--- config.mk ---
export PLATFORM = sky130hd
export DESIGN_NAME = secded_err_monitor
export DESIGN_NICKNAME = d
export VERILOG_FILES = /design/src/rtl/secded_err_monitor.sv
export SDC_FILE = /design/constraint.sdc
export NUM_CORES = 1
export LEC_CHECK = 0
export BUFFER_PORTS_ARGS = -buffer_cell sky130_fd_sc_hd__buf_2
export CAP_MARGIN = 20
export CORE_MARGIN = 2
export CORE_UTILIZATION = 40
export DETAILED_ROUTE_END_ITERATION = 8
export HOLD_SLACK_MARGIN = 0.08
export PLACE_DENSITY = 0.69
export SKIP_CTS_REPAIR_TIMING = 1
export SLEW_MARGIN = 15
export SYNTH_ARGS = -nofsm -noshare
export SYNTH_HDL_FRONTEND = slang
export SYNTH_SLANG_ARGS = --single-unit
export TNS_END_PERCENT = 5
--- constraint.sdc ---
create_clock -name i_clk -period 3.6 [get_ports i_clk]
set_input_delay 0.9 -clock i_clk [delete_from_list [all_inputs] [get_ports i_clk]]
set_output_delay 0.9 -clock i_clk [all_outputs]
set_load 0.05 [all_outputs]
--- src/rtl/secded_err_monitor.sv ---
// SECDED error monitor: saturating SEC/DED counters, health FSM and an optional event FIFO.
// Define SECDED_EVT_FIFO_EN to build the first-word-fall-through event FIFO and overflow flag.
module secded_err_monitor #(
  parameter int unsigned CNT_W        = 8,
  parameter int unsigned FIFO_DEPTH   = 4,
  parameter int unsigned ALARM_THRESH = 4
) (
  input  logic             i_clk,
  input  logic             i_rst,
  input  logic             i_valid,
  input  logic [3:0]       i_data,
  input  logic [2:0]       i_syndrome,
  input  logic             i_1bit_error,
  input  logic             i_2bit_error,
  input  logic             i_parity_error,
  input  logic             i_clr,
  input  logic             i_evt_rd,
  output logic             o_evt_valid,
  output logic [7:0]       o_evt_data,
  output logic             o_evt_overflow,
  output logic [CNT_W-1:0] o_sec_cnt,
  output logic [CNT_W-1:0] o_ded_cnt,
  output logic [1:0]       o_state,
  output logic             o_alarm
);

  localparam logic [1:0] ST_OK       = 2'b00;
  localparam logic [1:0] ST_DEGRADED = 2'b01;
  localparam logic [1:0] ST_FAILED   = 2'b10;

  logic sec_evt;
  logic ded_evt;
  logic unused_parity;

  // A double-bit flag dominates: a sample with both flags set is a DED event.
  assign sec_evt       = i_valid & i_1bit_error & ~i_2bit_error;
  assign ded_evt       = i_valid & i_2bit_error;
  assign unused_parity = i_parity_error;

  logic [CNT_W-1:0] sec_cnt_q, sec_cnt_d;
  logic [CNT_W-1:0] ded_cnt_q, ded_cnt_d;
  logic [1:0]       state_q, state_d;
  logic             alarm_q;

  always_comb begin
    sec_cnt_d = sec_cnt_q;
    ded_cnt_d = ded_cnt_q;
    state_d   = state_q;
    if (sec_evt && (sec_cnt_q != '1)) sec_cnt_d = sec_cnt_q + 1'b1;
    if (ded_evt && (ded_cnt_q != '1)) ded_cnt_d = ded_cnt_q + 1'b1;
    case (state_q)
      ST_OK: begin
        if (ded_evt)      state_d = ST_FAILED;
        else if (sec_evt) state_d = ST_DEGRADED;
      end
      ST_DEGRADED: begin
        if (ded_evt) state_d = ST_FAILED;
        else if (sec_evt && (32'(sec_cnt_d) >= ALARM_THRESH)) state_d = ST_FAILED;
      end
      default: state_d = ST_FAILED;
    endcase
  end

  always_ff @(posedge i_clk) begin
    if (i_rst || i_clr) begin
      sec_cnt_q <= '0;
      ded_cnt_q <= '0;
      state_q   <= ST_OK;
      alarm_q   <= 1'b0;
    end else begin
      sec_cnt_q <= sec_cnt_d;
      ded_cnt_q <= ded_cnt_d;
      state_q   <= state_d;
      alarm_q   <= (state_d == ST_FAILED);
    end
  end

  assign o_sec_cnt = sec_cnt_q;
  assign o_ded_cnt = ded_cnt_q;
  assign o_state   = state_q;
  assign o_alarm   = alarm_q;

`ifdef SECDED_EVT_FIFO_EN
  localparam int unsigned PTR_W = $clog2(FIFO_DEPTH);

  logic [7:0]       mem_q [FIFO_DEPTH];
  logic [PTR_W-1:0] wr_ptr_q, rd_ptr_q;
  logic [PTR_W:0]   count_q;
  logic             ovf_q;
  logic             push, pop, full, push_ok;

  // A pop frees a slot in the same cycle, so a full FIFO still accepts a concurrent push.
  assign push    = sec_evt | ded_evt;
  assign pop     = i_evt_rd & (count_q != '0);
  assign full    = (count_q == (PTR_W+1)'(FIFO_DEPTH));
  assign push_ok = push & (~full | pop);

  always_ff @(posedge i_clk) begin
    if (!i_rst && !i_clr && push_ok) mem_q[wr_ptr_q] <= {ded_evt, i_syndrome, i_data};
  end

  always_ff @(posedge i_clk) begin
    if (i_rst || i_clr) begin
      wr_ptr_q <= '0;
      rd_ptr_q <= '0;
      count_q  <= '0;
      ovf_q    <= 1'b0;
    end else begin
      if (push_ok) wr_ptr_q <= wr_ptr_q + 1'b1;
      if (pop)     rd_ptr_q <= rd_ptr_q + 1'b1;
      case ({push_ok, pop})
        2'b10:   count_q <= count_q + 1'b1;
        2'b01:   count_q <= count_q - 1'b1;
        default: count_q <= count_q;
      endcase
      if (push && !push_ok) ovf_q <= 1'b1;
    end
  end

  assign o_evt_valid    = (count_q != '0);
  assign o_evt_data     = (count_q != '0) ? mem_q[rd_ptr_q] : '0;
  assign o_evt_overflow = ovf_q;
`else
  logic unused_fifo;

  assign unused_fifo    = ^{i_evt_rd, i_data, i_syndrome, (FIFO_DEPTH != 0)};
  assign o_evt_valid    = 1'b0;
  assign o_evt_data     = '0;
  assign o_evt_overflow = 1'b0;
`endif

endmodule
==> results.py <==
metrics = {
    "clock_network": {
        "root_buffer": "clkbuf_4",
        "cts_tree": "built",
        "clk-insertion-delay-late_ns": 0.30,
        "clkTransAtPathRegs_ns": 0.11,
        "cts.htree.levels": 1,
        "clockBufferDepth": 2,
        "clock-sinks": 19,
        "numCtsBuffers": 3,
    },
    "critical_path": {
        "start_kind": "input port",
        "crit_path_end_kind": "flop",
        "path_class": "in2reg",
        "arrival_ns": 2.35,
        "crit_fanout": 8,
        "critical_path_required_ns": 3.81,
    },
    "final_layout": {
        "final_nets": 161,
        "area_delta_synth_final_pct": 11.7,
        "drive_gt1_frac": 0.224,
        "fillers": 244,
        "n_antenna_cell": 0,
    },
    "synth": {
        "avgSynthCellArea_um2": 8.51,
        "ys_seq_area_frac": 0.369,
        "async_reset_ff_frac": 0,
        "synth-edff-count": 0,
        "syn_inst": 121,
        "synthFlopType": "dfxtp_1",
        "syn_area_um2": 1030,
        "ys_seq_elements": 19,
        "synth_cell_types": 36,
        "yosys_warnings": 0,
    },
    "place": {
        "io_buffers": 24,
        "gp_congestion": 0.765,
        "hpwl_mm": 1.60,
        "dpl_worst_slack_ns": 1.15,
    },
    "timing": {
        "whs_ns": 0.482,
        "timing.setup.tns_ns": 0,
        "setup_ws_ns": 1.46,
        "max_freq_ghz": 0.467,
        "hold_viol_final": 0,
        "final.period_utilization": 0.595,
        "period_needed_ns": 2.14,
        "drv_slew": 0,
        "finClkSkew_ns": 0.00753,
        "finalSetupViolCount": 0,
        "rsz0062_at_grt": "false",
    },
    "die": {
        "die-area_um2": 3000,
        "coreArea_um2": 2450,
        "pin_count": 44,
        "die_h_um": 54.7,
        "start_util": 0.419,
        "row_count": 18,
        "die_w_um": 54.7,
    },
    "global_route": {
        "grt_first_pass_wirelength_mm": 3.42,
        "antenna_found_initial": 0,
        "grt_overflow_total": 0,
        "grt_max_degree": 16,
        "grt_usage": 0.158,
        "grt_pass1_vias": 808,
    },
    "drt": {
        "dr.pass1.iters": 3,
        "wire_per_inst_um": 12.2,
        "antenna_left": 0,
        "drc_errors": 0,
        "drt_iter0_markers": 10,
        "vias": 907,
        "vias_per_cell": 5.24,
        "drt-total-wl_mm": 2.11,
    },
    "power_and_ir_drop": {
        "power_density_nw_per_um2": 324,
        "pwr-share-clk": 0.297,
        "ir_drop_mv": 0.154,
        "p_sw_uw": 110,
        "p_sw_frac": 0.294,
        "p_total_uw": 373,
        "pwr-share-comb": 0.130,
        "seqPwrFrac": 0.573,
        "leakage_nw": 0.504,
        "power.internal_uw": 263,
    },
    "job": {
        "drv_cap": 0,
    },
    "min_path": {
        "hp-class": "reg2reg",
    },
    "outcome": {
        "outcome": "complete, no violations",
    },
}
==> placed cells by master (no fill, tap or decap), types with 4 or more instances in the layout <==
cell and count:
nand3_1 5, o21ai_0 4, a21oi_1 5, nor2_1 12
buf_2 24, dfxtp_1 19, nor3_1 5, conb_1 10
nand2_1 10, xnor2_1 6
==> power by group through the flow <==
stage               Sequential, mW  Clock (mW)  Combinational [mW]
floorplan                    0.225           0              0.0428
global placement             0.218           0              0.0474
detailed placement           0.218           0              0.0482
CTS                          0.214       0.114              0.0482
global route                 0.214       0.120              0.0519
finish                       0.214       0.111              0.0484
==> per-stage QoR <==
step,area [um^2],std cells,util
after floorplan,1060,130,-
after global placement,1120,169,0.458
after detailed placement,1120,169,0.458
after CTS,1150,173,0.468
after global routing,1150,173,0.468
final,1150,173,0.468
==> sequential cells by signal, summed over array words and instances (netlist names) <==
register	count
o_state	2
o_sec_cnt	8
o_ded_cnt	8
o_alarm	1
==> critical path, stage by stage <==
cell	delay, ns
buf_2	0.11
and4b_1	0.41
and4bb_1	0.25
o32a_2	0.16
nand4_2	0.15
a2111oi_2	0.37
==> cells by family after synthesis <==
| logic type | Yosys count | share of synthesized area |
|---|---|---|
| simple gates | 52 | 0.279 |
| compound gates | 22 | 0.153 |
| fa+ha+maj | 2 | 0.0243 |
| buf+inv | 17 | 0.102 |
| flops | 19 | 0.369 |
| xor+xnor | 8 | 0.0680 |
| other cells | 1 | 0.00364 |
==> layer usage <==
layer  GRT usage  vias to the layer above  share of wire
li1            -                      455              -
met1       0.194                      427           0.46
met2       0.250                       21           0.47
met3      0.0437                        4          0.052
met4      0.0833                        0          0.016
met5           0                        -              0
==> Yosys cell counts, types with 2 or more instances <==
cell type	n	area [um^2]
dfxtp_1	19	380
nor3_1	5	25.0
clkbuf_1	2	7.51
and4bb_1	2	25.0
buf_2	3	15.0
ha_1	2	25.0
nand2_1	10	37.5
o21a_1	2	15.0
and3_1	3	18.8
a41o_1	3	30.0
xnor2_1	6	52.6
xor2_1	2	17.5
a21oi_1	5	25.0
a31oi_1	3	18.8
nand4_1	3	18.8
and2_1	3	18.8
nand3_1	5	25.0
o21ai_0	4	20.0
nor2_1	12	45.0
inv_1	2	7.51
buf_4	10	75.1
==> path summary, 6_finish.rpt <==
kind                            slack [ns]         start  cells after the start          to
worst max-delay path                  1.46  i_2bit_error                      6  o_state[0]
worst min-delay path                  0.48    o_state[1]                      1  o_state[0]
worst min register to register        0.48    o_state[1]                      1  o_state[0]
worst max register to register        1.51  o_sec_cnt[0]                      6  o_state[0]
==> area by class of cell <==
cell class	count	area [um^2]	share of cell area
Clock buffer	4	26.3	0.0229
Inverter	2	7.51	0.00653
Multi-Input combinational cell	94	578	0.503
Sequential cell	19	380	0.331
Tap cell	30	37.5	0.0326
Timing Repair Buffer	24	120	0.104
(Power assumes the default switching activity.)
